`config.mk`:
```
export PLATFORM = sky130hd
export DESIGN_NAME = td4_prog_mem_flat
export DESIGN_NICKNAME = d
export VERILOG_FILES = /design/src/rtl/td4_pkg.sv /design/src/rtl/td4_prog_mem_if.sv /design/src/rtl/td4_serial_deser.sv /design/src/rtl/td4_prog_mem.sv /design/src/flat_wrapper.sv
export SDC_FILE = /design/constraint.sdc
export NUM_CORES = 1
export LEC_CHECK = 0
export CAP_MARGIN = 10
export CORE_ASPECT_RATIO = 0.9
export CORE_MARGIN = 2
export CORE_UTILIZATION = 30
export DETAILED_ROUTE_END_ITERATION = 7
export SLEW_MARGIN = 20
export SYNTH_ARGS = -nofsm -noshare
export SYNTH_HDL_FRONTEND = slang
export SYNTH_SLANG_ARGS = --single-unit
```
`constraint.sdc`:
```
create_clock -name clk -period 4.13 [get_ports clk]
set_input_delay 1.239 -clock clk [delete_from_list [all_inputs] [get_ports clk]]
set_output_delay 1.239 -clock clk [all_outputs]
set_load 0.03 [all_outputs]
```
`src/rtl/td4_pkg.sv`:
```
// Shared TD4 definitions: memory geometry, the NOP word and the program-memory FSM encoding.
package td4_pkg;
  localparam int TD4_DEPTH  = 16;
  localparam int TD4_WORD_W = 8;
  localparam int TD4_AW     = $clog2(TD4_DEPTH);

  localparam logic [TD4_WORD_W-1:0] TD4_NOP = 8'h00;

  typedef enum logic [1:0] {
    ST_IDLE = 2'd0,
    ST_LOAD = 2'd1,
    ST_RUN  = 2'd2
  } td4_state_e;
endpackage

```
`src/rtl/td4_prog_mem_if.sv`:
```
// Loader + fetch bus between the CPU/loader side (master) and td4_prog_mem (slave).
interface td4_prog_mem_if;
  import td4_pkg::*;

  logic              load_start;
  logic              load_bit_valid;
  logic              load_bit;
  logic [TD4_AW-1:0] pc;
  logic [3:0]        opcode;
  logic [3:0]        immediate;
  logic              cpu_run;
  logic              load_done;
  logic              load_err;

  modport master (
    output load_start, load_bit_valid, load_bit, pc,
    input  opcode, immediate, cpu_run, load_done, load_err
  );

  modport slave (
    input  load_start, load_bit_valid, load_bit, pc,
    output opcode, immediate, cpu_run, load_done, load_err
  );
endinterface

```
`src/rtl/td4_serial_deser.sv`:
```
// MSB-first bit deserialiser for program words; with TD4_PROG_MEM_PARITY_EN each word
// carries a trailing odd-parity bit that is checked on the final bit.
module td4_serial_deser
  import td4_pkg::*;
(
  input  logic                  clk,
  input  logic                  rst,
  input  logic                  i_clear,
  input  logic                  i_bit_valid,
  input  logic                  i_bit,
  output logic                  o_word_valid,
  output logic [TD4_WORD_W-1:0] o_word,
  output logic                  o_parity_bad
);
`ifdef TD4_PROG_MEM_PARITY_EN
  localparam int BITS = TD4_WORD_W + 1;
`else
  localparam int BITS = TD4_WORD_W;
`endif
  // The final bit of a word is used live on its commit edge, so it is never stored.
  localparam int          SR_W     = BITS - 1;
  localparam logic [3:0]  LAST_CNT = 4'(BITS - 1);

  logic [SR_W-1:0] r_sr;
  logic [3:0]      r_cnt;
  logic            w_last;

  assign w_last       = (r_cnt == LAST_CNT);
  assign o_word_valid = i_bit_valid & w_last;

  // NOTE: sequential state uses non-blocking assignments so every register samples pre-edge values.
  always_ff @(posedge clk) begin
    if (rst || i_clear) begin
      r_cnt <= '0;
      r_sr  <= '0;
    end else if (i_bit_valid) begin
      r_sr  <= {r_sr[SR_W-2:0], i_bit};
      r_cnt <= w_last ? 4'd0 : r_cnt + 4'd1;
    end
  end

`ifdef TD4_PROG_MEM_PARITY_EN
  assign o_word       = r_sr;
  assign o_parity_bad = ~(^{r_sr, i_bit});
`else
  assign o_word       = {r_sr, i_bit};
  assign o_parity_bad = 1'b0;
`endif
endmodule

```
`src/rtl/td4_prog_mem.sv`:
```
// TD4 program memory: 16x8 store filled by a serial loader, fetched combinationally in RUN.
// Optional parity checking and the sticky load_err flag are enabled by TD4_PROG_MEM_PARITY_EN.
module td4_prog_mem
  import td4_pkg::*;
(
  input  logic           clk,
  input  logic           rst,
  td4_prog_mem_if.slave  bus
);
  td4_state_e            r_state;
  td4_state_e            w_state_next;
  logic [TD4_AW-1:0]     r_waddr;
  logic [TD4_WORD_W-1:0] r_mem [TD4_DEPTH];
  logic                  r_load_done;

  logic                  w_in_load;
  logic                  w_bit_valid;
  logic                  w_clear;
  logic                  w_word_valid;
  logic [TD4_WORD_W-1:0] w_word;
  logic                  w_parity_bad;
  logic                  w_we;
  logic                  w_done;

  // A load_start wins over a coincident valid bit, which is dropped.
  assign w_in_load   = (r_state == ST_LOAD);
  assign w_bit_valid = bus.load_bit_valid & w_in_load & ~bus.load_start;
  assign w_clear     = bus.load_start | ~w_in_load;

  td4_serial_deser u_deser (
    .clk          (clk),
    .rst          (rst),
    .i_clear      (w_clear),
    .i_bit_valid  (w_bit_valid),
    .i_bit        (bus.load_bit),
    .o_word_valid (w_word_valid),
    .o_word       (w_word),
    .o_parity_bad (w_parity_bad)
  );

  // NOTE: every always_comb output gets a default first so no path can infer a latch.
  always_comb begin
    w_state_next = r_state;
    w_we         = 1'b0;
    w_done       = 1'b0;
    unique case (r_state)
      ST_IDLE: if (bus.load_start) w_state_next = ST_LOAD;
      ST_LOAD: begin
        if (bus.load_start) begin
          w_state_next = ST_LOAD;
        end else if (w_word_valid) begin
          if (w_parity_bad) begin
            w_state_next = ST_IDLE;
          end else begin
            w_we = 1'b1;
            if (r_waddr == TD4_AW'(TD4_DEPTH - 1)) begin
              w_state_next = ST_RUN;
              w_done       = 1'b1;
            end
          end
        end
      end
      ST_RUN:  if (bus.load_start) w_state_next = ST_LOAD;
      default: w_state_next = ST_IDLE;
    endcase
  end

  always_ff @(posedge clk) begin
    if (rst) begin
      r_state     <= ST_IDLE;
      r_waddr     <= '0;
      r_load_done <= 1'b0;
    end else begin
      r_state     <= w_state_next;
      r_load_done <= w_done;
      if (bus.load_start) r_waddr <= '0;
      else if (w_we)      r_waddr <= r_waddr + 1'b1;
    end
  end

  // NOTE: the store is reset word by word because a reset must leave NOPs behind for the CPU.
  always_ff @(posedge clk) begin
    if (rst) begin
      for (int i = 0; i < TD4_DEPTH; i++) r_mem[i] <= TD4_NOP;
    end else if (w_we) begin
      r_mem[r_waddr] <= w_word;
    end
  end

`ifdef TD4_PROG_MEM_PARITY_EN
  logic r_load_err;

  always_ff @(posedge clk) begin
    if (rst || bus.load_start)                                r_load_err <= 1'b0;
    else if (w_in_load && w_word_valid && w_parity_bad)        r_load_err <= 1'b1;
  end

  assign bus.load_err = r_load_err;
`else
  assign bus.load_err = 1'b0;
`endif

  assign {bus.opcode, bus.immediate} = (r_state == ST_RUN) ? r_mem[bus.pc] : TD4_NOP;
  assign bus.cpu_run   = (r_state == ST_RUN);
  assign bus.load_done = r_load_done;
endmodule

```
`src/flat_wrapper.sv`:
```
// flat-port wrapper written by rule: the top's interface ports become plain ports
module td4_prog_mem_flat import td4_pkg::*;
  (clk, rst, bus_load_start, bus_load_bit_valid, bus_load_bit, bus_pc, bus_opcode, bus_immediate, bus_cpu_run, bus_load_done, bus_load_err);
  td4_prog_mem_if bus_i ();
  input  logic clk;
  input  logic rst;
  input wire logic [$bits(bus_i.load_start)-1:0] bus_load_start;
  input wire logic [$bits(bus_i.load_bit_valid)-1:0] bus_load_bit_valid;
  input wire logic [$bits(bus_i.load_bit)-1:0] bus_load_bit;
  input wire logic [$bits(bus_i.pc)-1:0] bus_pc;
  output wire logic [$bits(bus_i.opcode)-1:0] bus_opcode;
  output wire logic [$bits(bus_i.immediate)-1:0] bus_immediate;
  output wire logic [$bits(bus_i.cpu_run)-1:0] bus_cpu_run;
  output wire logic [$bits(bus_i.load_done)-1:0] bus_load_done;
  output wire logic [$bits(bus_i.load_err)-1:0] bus_load_err;
  assign bus_i.load_start = bus_load_start;
  assign bus_i.load_bit_valid = bus_load_bit_valid;
  assign bus_i.load_bit = bus_load_bit;
  assign bus_i.pc = bus_pc;
  assign bus_opcode = bus_i.opcode;
  assign bus_immediate = bus_i.immediate;
  assign bus_cpu_run = bus_i.cpu_run;
  assign bus_load_done = bus_i.load_done;
  assign bus_load_err = bus_i.load_err;
  td4_prog_mem u_core (.clk(clk), .rst(rst), .bus(bus_i));
endmodule
```
==> key figures <==
Outcome
  • Outcome: completed

STA
  • Crit share post-route: 0.974
  • Final-report setup violation count: 0
  • Tmin final: 4.02 ns
  • Clock Skew: 0.00755 ns
  • Relative slew slack: 0.452
  • RSZ-0062 raised after global routing: no
  • Fmax: approximately 250 MHz
  • Final Hold Vio Count: 0
  • Hold_ws: 0.486 ns
  • Actual slew at the worst max-slew pin: 0.821 ns
  • Final Max Tran Viols: 0

Clocking
  • Clock buffer depth: 2
  • CTS H-Tree Depth: 4
  • Clk_lat worst skew: about 0.43 ns
  • Clk sinks: between 100 and 150
  • Cts hold-fix bufs: 0
  • Post-cts resize count: 11
  • CTS tree: built
  • Cts bufs inserted: 17
  • Setup repair bufs after CTS: 0
  • Clock-pin slew on the worst setup and hold paths: approximately 0.060 ns
  • Root Driver: clkbuf_16

Power
  • Switch share: 0.223
  • Logic pwr share: 0.056
  • Sequential Power Share: 0.488
  • Clock share of power: 0.456
  • Leakage power: about 3 nW
  • VDD IR-drop max: between 200 and 300 uV
  • Switch Pwr: approximately 0.00077 W
  • Int Power: around 0.0027 W
  • PwrDens: approximately 430 nW/um^2

Drt
  • Routed vias: approximately 4200
  • Remaining antenna violation count: 0
  • Vias/cell: between 4 and 5
  • DR pass1 iterations: 4
  • Initial DRC count: roughly 400
  • WL/cell: between 15 and 20 um
  • Post-Route WL: about 17000 um
  • DR DRC count: 0

Critical path
  • Reg2Reg Setup Slack: between 1.5 and 2 ns
  • CP Data Required Time: slightly below 3 ns
  • Crit path DAT: 2.78 ns
  • FF-to-FF Start: u_core.u_deser.r_cnt[0]
  • Origin of the worst setup path: bus_pc[0]
  • Worst flop-to-flop path endpoint: u_core.r_mem[1][7]
  • Crit-path most repeated cell: buf_4
  • Worst Path Buf+Inv: 3
  • Family with the most delay on the worst path: buffers and inverters
  • WS Path Type: primary input to primary output
  • Worst path cell trace: buf_4 -> buf_4 -> mux2i_1 -> a22oi_1 -> nand3_1 -> o21ai_0 -> buf_4
  • Crit end category: primary output
  • Crit-path slowest cell: mux2i_1
  • Worst setup SP type: primary input
  • Crit-path max cell delay: 0.49 ns
  • Crit-path max FO: 12
  • Worst reg2reg path depth: 5

Hold path
  • Hold Path Depth: 2
  • Hold Crit Class: flip-flop to flip-flop
  • Hold endpoint: u_core.u_deser.r_cnt[3]
  • HP Start: u_core.u_deser.r_cnt[3]

Finish
  • Antenna Cells: 0
  • Area growth syn-to-layout: 18.9%
  • Multi-input logic area: roughly 2500 sq um
  • # fillers: roughly 2100
  • FF+latch area: roughly 4200 sq um
  • Nets: ~570
  • Post-Route Utilization: 0.362
  • Fin area: between 8000 and 9000 sq um
  • Proportion of layout cells with a drive suffix above 1: 0.195

Die
  • Die Y-Extent: around 150 um
  • DIE AREA: ~24000 sq um
  • # rows: 52
  • Area of the core: 22400 sq um
  • Die Wd: between 150 and 200 um
  • I/O Pins: 20
  • Initial Util: 0.305

Global routing
  • Vias in the first global route: around 4300
  • Initial antenna violation count: 0
  • Congestion Overflow GR: 0
  • First-pass GRT wire length: 25600 um
  • Total global-route track usage: 0.147
  • Largest net degree at the start of global routing: 19

Place
  • GPL Wtd Cong: between 0.8 and 0.9
  • Placed inst area: around 7500 sq um
  • Hpwl dp: approximately 12000 um
  • IO buf count: 18

Synth
  • Largest area contributor in the netlist: edfxtp_1
  • Mapped Nets: around 530
  • Compound-gate portion of the synthesized area: 0.0561
  • Top cells by count, synth: and2_1, edfxtp_1, mux2i_1, a22oi_1, dfxtp_1
  • Synth Cell Area: slightly below 7000 sq um
  • Post-Synth Simple-Gate Area: 0.193
  • Top_reg_cell synth: edfxtp_1
  • Main combinational cell family by area after synthesis: simple AND/OR/NAND/NOR gates
  • Average size of a mapped cell: around 13 sq um
  • Ys async rst share: 0
  • Yosys cell types: 41
  • Yosys warnings: 0
  • Sequential-to-total area share from yosys stat: 0.616
  • Count leader, synth: and2_1
  • Post-synth top area share: 0.564
  • Post-synthesis mux area share: 0.0969
  • Yosys reg bits: approximately 150
  • Xor and xnor area share after synthesis: 0.00642
  • Adder-Cell Fraction of Synth Area: 0.00917
  • EDFF count, synth: 128
  • Most area-consuming cells after synthesis: edfxtp_1, and2_1, mux2i_1
  • Cells after synthesis: between 500 and 600

Run
  • Max Cap Viol: 0
-- per-layer routing --
| layer | up-vias | track usage | share of wire |
|---|---|---|---|
| li1 | 1950 | - | - |
| met5 | - | 0 | 0 |
| met2 | 96 | 0.224 | 0.47 |
| met4 | 0 | 0.0482 | 0.015 |
| met1 | 2093 | 0.205 | 0.47 |
| met3 | 22 | 0.0373 | 0.050 |
-- power groups by stage --
stage | clock network, W | registers [W] | logic, W
3_3_place_gp | 0 | 0.00172 | 0.000191
2_1_floorplan | 0 | 0.00171 | 0.000122
6_report | 0.00158 | 0.00169 | 0.000195
3_5_place_dp | 0 | 0.00172 | 0.000192
4_1_cts | 0.00160 | 0.00169 | 0.000195
5_1_grt | 0.00167 | 0.00170 | 0.000208
-- stage by stage --
step / total power [W] / TNS, ns / worst slack, ns / std cells
finish: 0.00347 / 0 / 0.109 / 865
global route: 0.00357 / 0 / 0.0437 / 865
CTS: 0.00349 / 0 / 0.136 / 865
detailed placement: 0.00192 / -2.62 / -0.352 / 833
global placement: 0.00191 / -2.17 / -0.302 / 833
floorplan: 0.00183 / 0 / 0.0400 / 515
-- flip-flops by register name, indices dropped and copies added, names as in the netlist --
| signal | cells |
|---|---|
| u_core.u_deser.r_sr | 7 |
| u_core.bus.load_done | 1 |
| u_core.r_mem | 128 |
| u_core.r_state | 2 |
| u_core.r_waddr | 4 |
| u_core.u_deser.r_cnt | 4 |
-- cell type report --
cell class | count | area share
sequential | 146 | 0.519
multi-input combinational | 336 | 0.308
clock buffer | 17 | 0.0525
timing repair buffer | 50 | 0.0503
tap | 297 | 0.0458
clock inverter | 15 | 0.0228
inverter | 4 | 0.00185
-- cell families after synthesis --
group / count (synthesis)
and+or+nand+nor: 215
buffers and inverters: 33
other: 1
xor gates and xnor gates: 5
DFF: 146
AOI/OAI and AO/OA: 49
adders and majority gates: 5
muxes: 61
-- placed cells by master, fill, tap and decap left out, types with 7 or more instances in the layout --
cell type and n:
a22oi_1 24, and2_1 129, buf_4 40, clkbuf_16 17
clkdlybuf4s50_1 7, dfxtp_1 18, edfxtp_1 128, mux2i_1 57
nand2_1 12, nand3_1 9, nor2_1 15, o221a_2 8
or2_2 15
-- worst max-delay path by stage --
stage,endpoint,slack (ns),cells past startpoint
6_report,bus_opcode[2],0.11,7
5_1_grt,bus_opcode[0],0.04,8
4_1_cts,bus_opcode[1],0.14,7
3_5_place_dp,bus_opcode[2],-0.35,7
3_3_place_gp,bus_immediate[0],-0.30,7
2_1_floorplan,bus_opcode[2],0.04,7
-- worst register-to-register path, delay by kind of cell (launching register included) --
kind | cells | cell delay (ns)
adder cells (fa/ha/maj) | 1 | 0.20
flip-flops | 1 | 0.36
AND/OR/NAND/NOR | 4 | 1.46
Power figures use the tool's default switching activity.
